$ cat config.mk
export PLATFORM = sky130hd
export DESIGN_NAME = vid2is_format_change_sequencer_flat
export DESIGN_NICKNAME = d
export VERILOG_FILES = /design/src/rtl/vid2is_format_change_sequencer_pkg.sv /design/src/rtl/vid2is_format_change_sequencer_if.sv /design/src/rtl/vid2is_format_change_sequencer_toggle_edge.sv /design/src/rtl/vid2is_format_change_sequencer.sv /design/src/flat_wrapper.sv
export SDC_FILE = /design/constraint.sdc
export NUM_CORES = 1
export LEC_CHECK = 0
export ABC_AREA = 0
export CORE_MARGIN = 8
export CORE_UTILIZATION = 47
export CTS_BUF_LIST = sky130_fd_sc_hd__clkbuf_4
export CTS_CLUSTER_DIAMETER = 100
export DETAILED_ROUTE_END_ITERATION = 6
export PLACE_DENSITY = 0.82
export SLEW_MARGIN = 20
export SYNTH_ARGS = -nofsm -noshare
export SYNTH_HDL_FRONTEND = slang
export SYNTH_SLANG_ARGS = --single-unit
$ cat constraint.sdc
create_clock -name clk -period 2.5 [get_ports clk]
set_clock_uncertainty 0.2 [all_clocks]
set_input_delay 0.375 -clock clk [delete_from_list [all_inputs] [get_ports clk]]
set_output_delay 0.375 -clock clk [all_outputs]
set_load 0.005 [all_outputs]
$ cat src/rtl/vid2is_format_change_sequencer_pkg.sv
// Shared definitions for the Vid2IS format-change sequencer.
//   state_t     : sequencer states
//   SAMPLE_W    : width of committed width/height values
//   LINE_W      : width of a per-field line count
//   sat_inc8    : saturating 8-bit increment used by the change counter
package vid2is_format_change_sequencer_pkg;

  localparam int unsigned SAMPLE_W = 14;
  localparam int unsigned LINE_W   = 13;

  typedef enum logic [2:0] {
    ST_IDLE,
    ST_SETTLE,
    ST_COMMIT,
    ST_REQ,
    ST_LOCKED
  } state_t;

  function automatic logic [7:0] sat_inc8(input logic [7:0] v);
    return (v == 8'hFF) ? v : v + 8'd1;
  endfunction

endpackage

$ cat src/rtl/vid2is_format_change_sequencer_if.sv
// Control-packet handshake and committed-format bus between the sequencer
// (master) and the downstream control-packet writer (slave).
//   ctrl_req       : request for a control packet (master -> slave)
//   ctrl_ack       : writer accepted the request (slave -> master)
//   fmt_width      : committed active width
//   fmt_height     : committed frame height
//   fmt_interlaced : committed interlace flag
//   format_valid   : committed format is current
interface vid2is_format_change_sequencer_if;
  import vid2is_format_change_sequencer_pkg::*;

  logic                ctrl_req;
  logic                ctrl_ack;
  logic [SAMPLE_W-1:0] fmt_width;
  logic [SAMPLE_W-1:0] fmt_height;
  logic                fmt_interlaced;
  logic                format_valid;

  modport master (
    output ctrl_req, fmt_width, fmt_height, fmt_interlaced, format_valid,
    input  ctrl_ack
  );

  modport slave (
    input  ctrl_req, fmt_width, fmt_height, fmt_interlaced, format_valid,
    output ctrl_ack
  );

endinterface

$ cat src/rtl/vid2is_format_change_sequencer_toggle_edge.sv
// Toggle-to-pulse converter for the detector's toggle-coded outputs.
//   clk, rst_n : clock, asynchronous active-low reset
//   d          : toggle-coded input
//   toggled    : high while d differs from its registered copy
module vid2is_toggle_edge (
  input  logic clk,
  input  logic rst_n,
  input  logic d,
  output logic toggled
);

  logic q;

  always_ff @(posedge clk or negedge rst_n) begin
    if (!rst_n) q <= 1'b0;
    else        q <= d;
  end

  assign toggled = d ^ q;

endmodule

$ cat src/rtl/vid2is_format_change_sequencer.sv
// Debounces resolution-detector format changes over STABLE_LINES lines,
// commits a shadow copy of the format and handshakes a control-packet
// request to the packet writer.
//   clk, rst_n           : clock, asynchronous active-low reset
//   enable, vid_locked   : run qualifiers; either low drives toward IDLE
//   start_new_line       : one-cycle line strobe
//   update               : detector toggle, any field changed
//   resolution_change    : detector toggle, resolution changed
//   stable               : detector line-consistency flag
//   resolution_valid     : detector all-fields-valid flag
//   interlaced           : detector interlace flag
//   active_sample_count  : {count[13:0], valid}
//   active_line_count_f0 : {count[12:0], valid}
//   active_line_count_f1 : {count[12:0], valid}
//   ctrl                 : request/ack handshake and committed format
//   change_count         : saturating count of format losses
//   default_width        : constant H_ACTIVE_PIXELS fallback width
module vid2is_format_change_sequencer
  import vid2is_format_change_sequencer_pkg::*;
#(
  parameter int unsigned STABLE_LINES    = 4,
  parameter int unsigned H_ACTIVE_PIXELS = 1920
) (
  input  logic                clk,
  input  logic                rst_n,
  input  logic                enable,
  input  logic                vid_locked,
  input  logic                start_new_line,
  input  logic                update,
  input  logic                resolution_change,
  input  logic                stable,
  input  logic                resolution_valid,
  input  logic                interlaced,
  input  logic [SAMPLE_W:0]   active_sample_count,
  input  logic [LINE_W:0]     active_line_count_f0,
  input  logic [LINE_W:0]     active_line_count_f1,
  vid2is_format_change_sequencer_if.master ctrl,
  output logic [7:0]          change_count,
  output logic [SAMPLE_W-1:0] default_width
);

  localparam logic [7:0] LAST_LINE = 8'(STABLE_LINES - 1);

  state_t              state;
  logic [7:0]          line_cnt;
  logic                pending;
  logic                ctrl_req_q;
  logic [SAMPLE_W-1:0] fmt_width_q;
  logic [SAMPLE_W-1:0] fmt_height_q;
  logic                fmt_interlaced_q;
  logic                format_valid_q;
  logic [7:0]          change_count_q;

  logic                upd_edge;
  logic                res_edge;
  logic                any_edge;
  logic                run;
  logic                fmt_bad;
  logic [SAMPLE_W-1:0] height_sum;

  // Valid bits of the count inputs are redundant with resolution_valid.
  logic unused_valid_bits;
  assign unused_valid_bits = active_sample_count[0] ^ active_line_count_f0[0]
                           ^ active_line_count_f1[0];

  vid2is_toggle_edge u_update_edge (
    .clk     (clk),
    .rst_n   (rst_n),
    .d       (update),
    .toggled (upd_edge)
  );

  vid2is_toggle_edge u_res_edge (
    .clk     (clk),
    .rst_n   (rst_n),
    .d       (resolution_change),
    .toggled (res_edge)
  );

  assign any_edge = upd_edge | res_edge;
  assign run      = enable & vid_locked;
  assign fmt_bad  = ~stable | ~resolution_valid;

  // Frame height: field 0 plus field 1 when interlaced, wrapping at 14 bits.
  always_comb begin
    height_sum = {1'b0, active_line_count_f0[LINE_W:1]};
    if (interlaced) begin
      height_sum = height_sum + {1'b0, active_line_count_f1[LINE_W:1]};
    end
  end

  always_ff @(posedge clk or negedge rst_n) begin
    if (!rst_n) begin
      state            <= ST_IDLE;
      line_cnt         <= '0;
      pending          <= 1'b0;
      ctrl_req_q       <= 1'b0;
      fmt_width_q      <= '0;
      fmt_height_q     <= '0;
      fmt_interlaced_q <= 1'b0;
      format_valid_q   <= 1'b0;
      change_count_q   <= '0;
    end else begin
      unique case (state)
        ST_IDLE: begin
          if (run) begin
            state    <= ST_SETTLE;
            line_cnt <= '0;
            pending  <= 1'b0;
          end
        end

        ST_SETTLE: begin
          if (!run) begin
            state <= ST_IDLE;
          end else if (any_edge || fmt_bad) begin
            // An edge coinciding with a line strobe disqualifies that line.
            line_cnt <= '0;
          end else if (start_new_line) begin
            if (line_cnt == LAST_LINE) state <= ST_COMMIT;
            else                       line_cnt <= line_cnt + 8'd1;
          end
        end

        ST_COMMIT: begin
          fmt_width_q      <= active_sample_count[SAMPLE_W:1];
          fmt_height_q     <= height_sum;
          fmt_interlaced_q <= interlaced;
          if (any_edge) pending <= 1'b1;
          if (run) begin
            state      <= ST_REQ;
            ctrl_req_q <= 1'b1;
          end else begin
            state <= ST_IDLE;
          end
        end

        ST_REQ: begin
          // Changes during the handshake are remembered so LOCKED re-settles.
          if (any_edge) pending <= 1'b1;
          if (ctrl_req_q && ctrl.ctrl_ack) begin
            ctrl_req_q <= 1'b0;
            if (run) begin
              state          <= ST_LOCKED;
              format_valid_q <= 1'b1;
            end else begin
              state <= ST_IDLE;
            end
          end
        end

        ST_LOCKED: begin
          if (!run) begin
            state          <= ST_IDLE;
            format_valid_q <= 1'b0;
            change_count_q <= sat_inc8(change_count_q);
          end else if (res_edge || pending || fmt_bad) begin
            state          <= ST_SETTLE;
            line_cnt       <= '0;
            pending        <= 1'b0;
            format_valid_q <= 1'b0;
            change_count_q <= sat_inc8(change_count_q);
          end
        end

        default: state <= ST_IDLE;
      endcase
    end
  end

  assign ctrl.ctrl_req       = ctrl_req_q;
  assign ctrl.fmt_width      = fmt_width_q;
  assign ctrl.fmt_height     = fmt_height_q;
  assign ctrl.fmt_interlaced = fmt_interlaced_q;
  assign ctrl.format_valid   = format_valid_q;
  assign change_count        = change_count_q;
  assign default_width       = SAMPLE_W'(H_ACTIVE_PIXELS);

endmodule
$ cat src/flat_wrapper.sv
// flat-port wrapper written by rule: the top's interface ports become plain ports
module vid2is_format_change_sequencer_flat import vid2is_format_change_sequencer_pkg::*;
#(
  parameter int unsigned STABLE_LINES    = 4,
  parameter int unsigned H_ACTIVE_PIXELS = 1920
)
  (clk, rst_n, enable, vid_locked, start_new_line, update, resolution_change, stable, resolution_valid, interlaced, active_sample_count, active_line_count_f0, active_line_count_f1, change_count, default_width, ctrl_ctrl_req, ctrl_fmt_width, ctrl_fmt_height, ctrl_fmt_interlaced, ctrl_format_valid, ctrl_ctrl_ack);
  vid2is_format_change_sequencer_if ctrl_i ();
  input  logic clk;
  input  logic rst_n;
  input  logic enable;
  input  logic vid_locked;
  input  logic start_new_line;
  input  logic update;
  input  logic resolution_change;
  input  logic stable;
  input  logic resolution_valid;
  input  logic interlaced;
  input  logic [SAMPLE_W:0] active_sample_count;
  input  logic [LINE_W:0] active_line_count_f0;
  input  logic [LINE_W:0] active_line_count_f1;
  output logic [7:0] change_count;
  output logic [SAMPLE_W-1:0] default_width;
  output wire logic [$bits(ctrl_i.ctrl_req)-1:0] ctrl_ctrl_req;
  output wire logic [$bits(ctrl_i.fmt_width)-1:0] ctrl_fmt_width;
  output wire logic [$bits(ctrl_i.fmt_height)-1:0] ctrl_fmt_height;
  output wire logic [$bits(ctrl_i.fmt_interlaced)-1:0] ctrl_fmt_interlaced;
  output wire logic [$bits(ctrl_i.format_valid)-1:0] ctrl_format_valid;
  input wire logic [$bits(ctrl_i.ctrl_ack)-1:0] ctrl_ctrl_ack;
  assign ctrl_ctrl_req = ctrl_i.ctrl_req;
  assign ctrl_fmt_width = ctrl_i.fmt_width;
  assign ctrl_fmt_height = ctrl_i.fmt_height;
  assign ctrl_fmt_interlaced = ctrl_i.fmt_interlaced;
  assign ctrl_format_valid = ctrl_i.format_valid;
  assign ctrl_i.ctrl_ack = ctrl_ctrl_ack;
  vid2is_format_change_sequencer #(.STABLE_LINES(STABLE_LINES), .H_ACTIVE_PIXELS(H_ACTIVE_PIXELS)) u_core (.clk(clk), .rst_n(rst_n), .enable(enable), .vid_locked(vid_locked), .start_new_line(start_new_line), .update(update), .resolution_change(resolution_change), .stable(stable), .resolution_valid(resolution_valid), .interlaced(interlaced), .active_sample_count(active_sample_count), .active_line_count_f0(active_line_count_f0), .active_line_count_f1(active_line_count_f1), .ctrl(ctrl_i), .change_count(change_count), .default_width(default_width));
endmodule
; Yosys cells after proc, flatten, opt, wreduce, memory -nomap -nowiden
; Index checks and enable logic that the tools add are counted.
[word_totals]
out_inout_bits = 53
ff_bits = 53
word_cells = 92
input_bits = 54
[op_classes]
add_sub_neg = 3
n_eq_ne = 21
n_bitwise = 7
muxes = 34
n_reduce_logical = 16
[op_table]
columns = operator, count
row1 = $mux W8, 10
row2 = $mux W3, 9
row3 = $pmux W8 S3, 1
row4 = $add A8 B1 Y8 const B, 2
row5 = $ne A2 B1 Y1 const B, 8
row6 = $pmux W3 S5, 1
row7 = $add A13 B13 Y14, 1
row8 = $mux W14, 1
row9 = $ne A3 B3 Y1 const B, 4
row10 = $eq A8 B2 Y1 const B, 1
row11 = $eq A8 B8 Y1 const B, 1
row12 = $mux W1, 8
row13 = $reduce_and A7 Y1, 1
row14 = $eq A3 B2 Y1 const B, 2
row15 = $ne A3 B2 Y1 const B, 2
row16 = $reduce_and A6 Y1, 1
row17 = $reduce_bool A3 Y1, 2
row18 = $reduce_and A5 Y1, 1
row19 = $pmux W1 S2, 2
row20 = $reduce_and A4 Y1, 1
row21 = $reduce_bool A2 Y1, 2
row22 = $eq A3 B1 Y1 const B, 1
row23 = $eq A3 B3 Y1 const B, 1
row24 = $logic_not A3 Y1, 1
row25 = 12 further kinds, 17

; Depth between registers and ports, before layout
; Gate-level depths: netlist of run 1.
[logic_depth]
word_depth = 6
ltp_mapped = 8
depth_no_buf = 7

; Modules after synthesis
; From an unflattened synthesis of run 1, not the netlist that was laid out.
[unflattened]
hier_cells = 344
area_unflattened_um2 = 3091.7
[modules_own_cells]
columns = module, seq_area_each_um2, cells_each, area_per_inst_um2, instances
row1 = vid2is_format_change_sequencer, 1276.2, 340, 3024.2, 1
row2 = vid2is_toggle_edge, 25.0, 2, 33.8, 2

; Least setup slack after synthesis of run 1
; Ideal clock, no wire load.
[synth_path]
path_kind = input port to flip-flop
start = input port active_line_count_f0[1]
end = register u_core.fmt_height_q[10] (netlist: u_core.ctrl.fmt_height[10])
path_buffers = 0
setup_ns = 0.099
arrival_time_ns = 2.007
path_stages = 7
t_required_ns = 2.201
setup_slack_ns = 0.194
cell_sequence = ha_1 -> fa_1 -> a211oi_1 -> o211ai_1 -> a41oi_1 -> xor2_1 -> a311oi_1
[synth_via]
elab_chain_cells = 2
[synth_rtl]
columns = item, line
row1 = "start, declared", flat_wrapper.sv:20  ; input logic [LINE_W:0] active_line_count_f0;
row2 = $add A13 B13 Y14, vid2is_format_change_sequencer.sv:88  ; height_sum = height_sum + {1'b0, active_line_count_f1[LINE_W:1]};
row3 = $mux W14, vid2is_format_change_sequencer.sv:87  ; if (interlaced) begin
row4 = "end signal, assigned", vid2is_format_change_sequencer.sv:127  ; fmt_height_q <= height_sum;
row5 = "end, declared", vid2is_format_change_sequencer.sv:49  ; logic [SAMPLE_W-1:0] fmt_height_q;
; Every way passes these cells.
; A chain may end at the register's enable or synchronous reset.

; Worst setup path in the final report of run 1
; Ends and elaborated chain as after synthesis.

==> impl_metrics.json, run 1 <==
{
  "nNetsFinal": 531,
  "critPathArrivalTime_ns": 2.49,
  "busiest_layer": "met2",
  "critPathBufInv": 1,
  "vias": 2887,
  "post-route-min-period_ns": 2.394,
  "drcViolationCount": 0,
  "tritoncts.num_buffers": 5,
  "antenna_found_initial": 0,
  "endpoint_kind": "flop",
  "drtIter0Drc": 92,
  "yosysTopAreaCell": "dfrtp_1",
  "root_buffer": "clkbuf_4",
  "maxSlewViolCount": 0,
  "post_cts_buffers": 0,
  "ys_seq_elements": 53,
  "worstSetupPathType": "input pin to flop",
  "grt_use_met3_pct": 5.903,
  "antenna_cells": 0,
  "final_cells": 542,
  "grt_pass1_vias": 3001,
  "status": "complete, no violations",
  "place.gp.congestion": 0.8422,
  "synthArstFlopShare_pct": 100.0,
  "yosysUniqueCellTypes": 47,
  "setup_viol": 0,
  "synth_area_mm2": 0.003153,
  "holdWs_ns": 0.2659,
  "peakVddDrop_mv": 0.2339,
  "die_x_um": 97.91,
  "netlist_top_cells_area": "dfrtp_1, nand2_1, ha_1",
  "ant_nets": 0,
  "cts_sinks": 53,
  "synth_cells": 353,
  "clockBufferDepth": 2,
  "slew_headroom_pct": 62.28,
  "synth.top_cell.area_share_pct": 42.06,
  "finalHoldViolations": 0,
  "syn2layout_area_growth_pct": 36.79,
  "clk_pin_slew_ns": 0.17,
  "rsz0062_at_grt": "false",
  "wl_per_cell_um": 15.00,
  "power_density_mw_per_mm2": 403.9,
  "worst_slew_pin_slew_ns": 0.5641,
  "synth-edff-count": 0,
  "port_buffers": 89,
  "overflow": 0,
  "power.leakage_uw": 0.001906,
  "design.die.area_mm2": 0.009585,
  "nFillCells": 569,
  "p_total_uw": 1742,
  "synthTopCellsByCount": "nand2_1, dfrtp_1, o21ai_0, a21oi_1, nor2_1",
  "io_pins": 107,
  "first_pass_iters": 6,
  "start_util_pct": 47.46,
  "ys_warn_count": 0,
  "wl_um": 8129,
  "grt.met2_usage_pct": 29.87,
  "grtUsageMet1_pct": 20.06,
  "avgViaCountPerCell": 5.327,
  "grt_pass1_wl_um": 13910,
  "cp-start-kind": "input pin",
  "grtUsageTotal_pct": 17.20,
  "dp_hpwl_um": 6298,
  "rows": 30,
  "cts_tree": "done",
  "worst_ep_required_time_ns": 2.60,
  "die_h_um": 97.91,
  "tns_ns": 0,
  "hold_class": "input pin to flop",
  "clk_latency_ns": 0.37,
  "drv_cap": 0,
  "path_cells": "clkdlybuf4s50_1 -> ha_1 -> fa_1 -> a211oi_2 -> o211ai_1 -> a41oi_2 -> xor2_1 -> a311oi_1",
  "crit_path_max_incr_delay_ns": 0.42,
  "crit_path_top_delay_cell": "clkdlybuf4s50_1",
  "dp_cells": 533,
  "cp_top_family": "compound AO/OA/AOI/OAI gates",
  "syn-mean-instance-area_um2": 8.932,
  "max_freq_mhz": 417.7,
  "drive_above_1_share_pct": 8.658,
  "grt_max_degree": 54,
  "cp_max_fo": 3,
  "core_mm2": 0.006644,
  "postLayoutCoreUtil_pct": 64.92,
  "synth_most_common_cell": "nand2_1",
  "htreeDepth": 2,
  "fin_crit_sh_pct": 95.77,
  "synthFlopType": "dfrtp_1",
  "ys_seq_area_share_pct": 42.06
}
## final cells by class
cell class                      count  area, um^2  share of cell area (%)
Multi-Input combinational cell    283        1717                   39.80
Inverter                            3       11.26                  0.2611
Sequential cell                    53        1326                   30.75
Clock buffer                        5       37.54                  0.8703
Timing Repair Buffer              115        1096                   25.41
Tap cell                           80       100.1                   2.321
Clock inverter                      3       25.02                  0.5802
## power breakdown
part / switching, uW / internal (uW) / total, uW
clock: 302 / 116 / 418
sequential: 11.4 / 877 / 888
combinational: 206 / 230 / 436
## kinds of logic (layout without fill, tap and decap cells)
kind of cell / after synthesis / in the layout / synth area share [%]
other cells: 2 / 14 / 0.2382
mux: 8 / 8 / 2.619
flops: 53 / 53 / 42.06
fa+ha+maj: 16 / 16 / 6.587
buf+inv: 29 / 126 / 5.318
compound gates: 83 / 83 / 15.71
xor+xnor: 18 / 18 / 5.000
simple gates: 144 / 144 / 22.46
## metrics by stage
stage	setup WS (ns)	instance area (um^2)
after floorplan	0.1941	3198
after global placement	-0.3444	4228
after detailed placement	-0.3830	4228
after CTS	0.03403	4300
after global routing	0.002396	4313
final	0.1057	4313
## worst paths after layout
path                                      startpoint                          to  slack, ns  depth (start not counted)
setup / recovery             active_line_count_f0[1]  u_core.ctrl.fmt_height[10]       0.11                          8
hold / removal                                update      u_core.u_update_edge.q       0.27                          1
setup reg to reg                     u_core.state[2]   u_core.ctrl.fmt_height[5]       0.30                          7
hold reg to reg            u_core.ctrl.fmt_width[10]   u_core.ctrl.fmt_width[10]       0.30                          2
max in group asynchronous                      rst_n   u_core.ctrl.fmt_height[9]       1.55                          3
min in group asynchronous                      rst_n   u_core.ctrl.fmt_height[0]       0.31                          3
## layer usage
layer / vias up / part of all wire [%]
li1: 1446 / -
met1: 1349 / 43
met2: 87 / 49
met3: 5 / 7.4
met4: 0 / 0.57
met5: - / 0
## registers in the layout (all words and copies together), names as in the netlist
register / cells
u_core.u_res_edge.q: 1
u_core.u_update_edge.q: 1
u_core.ctrl.fmt_width: 14
u_core.ctrl.format_valid: 1
u_core.ctrl.fmt_height: 14
u_core.line_cnt: 8
u_core.ctrl.ctrl_req: 1
u_core.pending: 1
u_core.state: 3
u_core.change_count: 8
u_core.ctrl.fmt_interlaced: 1
## cell usage in the layout (no fill, tap or decap), drive strengths merged, types with 3 or more instances in the layout
| cell | synthesis | routed |
|---|---|---|
| a211oi | 3 | 3 |
| a21o | 4 | 4 |
| a21oi | 19 | 19 |
| a31oi | 4 | 4 |
| buf | 19 | 26 |
| clkbuf | 7 | 5 |
| clkdlybuf4s50 | 0 | 88 |
| conb | 2 | 14 |
| dfrtp | 53 | 53 |
| ha | 15 | 15 |
| inv | 3 | 4 |
| mux2i | 6 | 6 |
| nand2 | 72 | 72 |
| nand2b | 3 | 3 |
| nand3 | 12 | 12 |
| nand4 | 7 | 7 |
| nor2 | 17 | 17 |
| nor3 | 9 | 9 |
| nor3b | 7 | 7 |
| o211ai | 3 | 3 |
| o21ai | 39 | 39 |
| xnor2 | 9 | 9 |
| xor2 | 9 | 9 |
## repair_timing
item	in CTS	in global routing
hold buffers	1	0
resized for setup	0	2
endpoints found under the hold margin	53	0
setup endpoints to repair	0	1
(Power assumes the default switching activity.)
==> inputs of run 2 (changes only) <==
ABC_CLOCK_PERIOD_IN_PS = 2500   (was default)
CTS_CLUSTER_DIAMETER = default   (was 100)
==> results of run 2 <==
Same layout as run 1: the final DEF is identical, and so are final timing and power.
==> inputs of run 3 (changes only) <==
CORE_ASPECT_RATIO = 0.7   (was default)
==> impl_metrics.json, run 3 (synthesis results as in run 1) <==
{
  "grtUsageTotal_pct": 17.71,
  "final_area_mm2": 0.004328,
  "p_int_uw": 1227,
  "grt_use_met3_pct": 4.656,
  "nNetsFinal": 531,
  "dp_hpwl_um": 6660,
  "min_from": "update",
  "syn2layout_area_growth_pct": 37.26,
  "antenna_cells": 0,
  "peakVddDrop_mv": 0.2184,
  "place.gp.congestion": 0.9014,
  "endpoint_kind": "flop",
  "cp-start-kind": "input pin",
  "clk_pin_slew_ns": 0.15,
  "drtIter0Drc": 123,
  "status": "complete, no violations",
  "drcViolationCount": 0,
  "setup_viol": 0,
  "rows": 25,
  "start_util_pct": 47.55,
  "overflow": 0,
  "slew_headroom_pct": 55.39,
  "first_pass_iters": 4,
  "crit_start": "active_line_count_f0[1]",
  "critPathArrivalTime_ns": 2.52,
  "power.leakage_uw": 0.001902,
  "avgViaCountPerCell": 5.313,
  "antenna_found_initial": 0,
  "place_area_mm2": 0.004245,
  "design.die.area_mm2": 0.009627,
  "hold_class": "input pin to flop",
  "final_common_cell": "clkdlybuf4s50_1",
  "root_buffer": "clkbuf_4",
  "timing.rr.start": "u_core.state[1]",
  "power_density_mw_per_mm2": 399.2,
  "cts_sinks": 53,
  "cp_max_fo": 3,
  "htreeDepth": 2,
  "die_h_um": 84.53,
  "drive_above_1_share_pct": 8.658,
  "nFillCells": 557,
  "cts_tree": "done",
  "clockBufferDepth": 2,
  "grt_pass1_wl_um": 14160,
  "io_pins": 107,
  "worstRegToRegCells": 6,
  "min_to": "u_core.u_update_edge.q",
  "switching_power_uw": 500.2,
  "rsz0062_at_grt": "false",
  "vias": 2954,
  "p_seq_share_pct": 51.3,
  "port_buffers": 89,
  "ant_nets": 0,
  "die_x_um": 113.9,
  "clk_latency_ns": 0.38,
  "grt_max_degree": 31,
  "swShare_pct": 28.95,
  "worstSetupPathType": "input pin to flop",
  "grtUsageMet1_pct": 21.34,
  "finalHoldViolations": 0,
  "r2r-end": "u_core.line_cnt[0]",
  "worst_slew_pin_slew_ns": 0.6692,
  "busiest_layer": "met2",
  "rrSetupSlack_ns": 0.27,
  "pwr-share-comb_pct": 25.7,
  "tritoncts.num_buffers": 5,
  "worst_ep_required_time_ns": 2.60,
  "whs_path_depth": 1,
  "final_cell_mix": "clkdlybuf4s50_1, nand2_1, dfrtp_1",
  "wl_per_cell_um": 15.09,
  "max_freq_mhz": 412.9,
  "post-route-min-period_ns": 2.422,
  "grt.met2_usage_pct": 30.10,
  "fin_crit_sh_pct": 96.88,
  "holdWs_ns": 0.2802,
  "grt_pass1_vias": 3026,
  "drv_cap": 0,
  "wl_um": 8389,
  "p_clk_share_pct": 23.0,
  "core_mm2": 0.006631,
  "maxSlewViolCount": 0
}
==> run 3: cell types whose count changed in the layout (fill, tap and decap cells not counted), sizes merged <==
cell	previous run	this run
clkinvlp	1	2
clkbuf	5	6
clkinv	1	0
inv	4	3
==> run 3: cell type report <==
type	instances	area (um^2)	area share, %
clock buffers	6	45.04	1.041
clock inverters	2	15.01	0.3469
inverters	3	11.26	0.2602
multi-input cells	283	1717	39.66
flip-flops and latches	53	1326	30.64
well taps	94	117.6	2.718
repair buffers	115	1096	25.33
==> run 3: what timing repair did <==
action | in CTS | in global routing
setup buffers | 0 | 0
pin swaps | 0 | 1
setup endpoints to repair | 1 | 1
resized for setup | 1 | 1
hold buffers | 1 | 0
hold endpoints to repair | 23 | 0
==> run 3: worst max-delay path, cell delays in order <==
cell and delay, ns:
clkdlybuf4s50_1 0.43, ha_1 0.24, fa_1 0.42, a211oi_2 0.27
o211ai_1 0.21, a41oi_2 0.24, xor2_1 0.09, a311oi_1 0.25
==> run 3: how the worst max path moves through the flow <==
stage,end,slack [ns]
2_1_floorplan,u_core.ctrl.fmt_height[10],0.19
3_3_place_gp,u_core.ctrl.fmt_height[10],-0.34
3_5_place_dp,u_core.ctrl.fmt_height[10],-0.43
4_1_cts,u_core.ctrl.fmt_height[10],0.05
5_1_grt,u_core.ctrl.fmt_height[10],0.009
6_report,u_core.ctrl.fmt_height[10],0.08
==> run 3: stage by stage <==
| stage | cells | setup WS [ns] | utilization (%) | setup TNS (ns) | total power, uW |
|---|---|---|---|---|---|
| 6_report | 556 | 0.07805 | 65.26 | 0 | 1728 |
| 5_1_grt | 556 | 0.009236 | 65.26 | 0 | 1823 |
| 4_1_cts | 556 | 0.04994 | 65.15 | 0 | 1738 |
| 3_5_place_dp | 547 | -0.4296 | 64.02 | -1.933 | 1336 |
| 3_3_place_gp | 547 | -0.3396 | 64.02 | -1.399 | 1323 |
| 2_1_floorplan | 365 | 0.1941 | - | 0 | 1141 |
==> run 3: power by group through the flow <==
stage          registers (uW)  logic, uW  clock network [uW]
2_1_floorplan             907        234                   0
3_3_place_gp              902        421                   0
3_5_place_dp              902        433                   0
4_1_cts                   887        438                 413
5_1_grt                   889        487                 447
6_report                  887        444                 397
==> run 3: per-layer routing <==
metal  up-vias  routed length [um]  share of wire, %
li1       1443                   -                 -
met4         0                  85               1.0
met3         6                 633               7.5
met2        94                4044                48
met1      1411                3624                43
met5         -                   0                 0
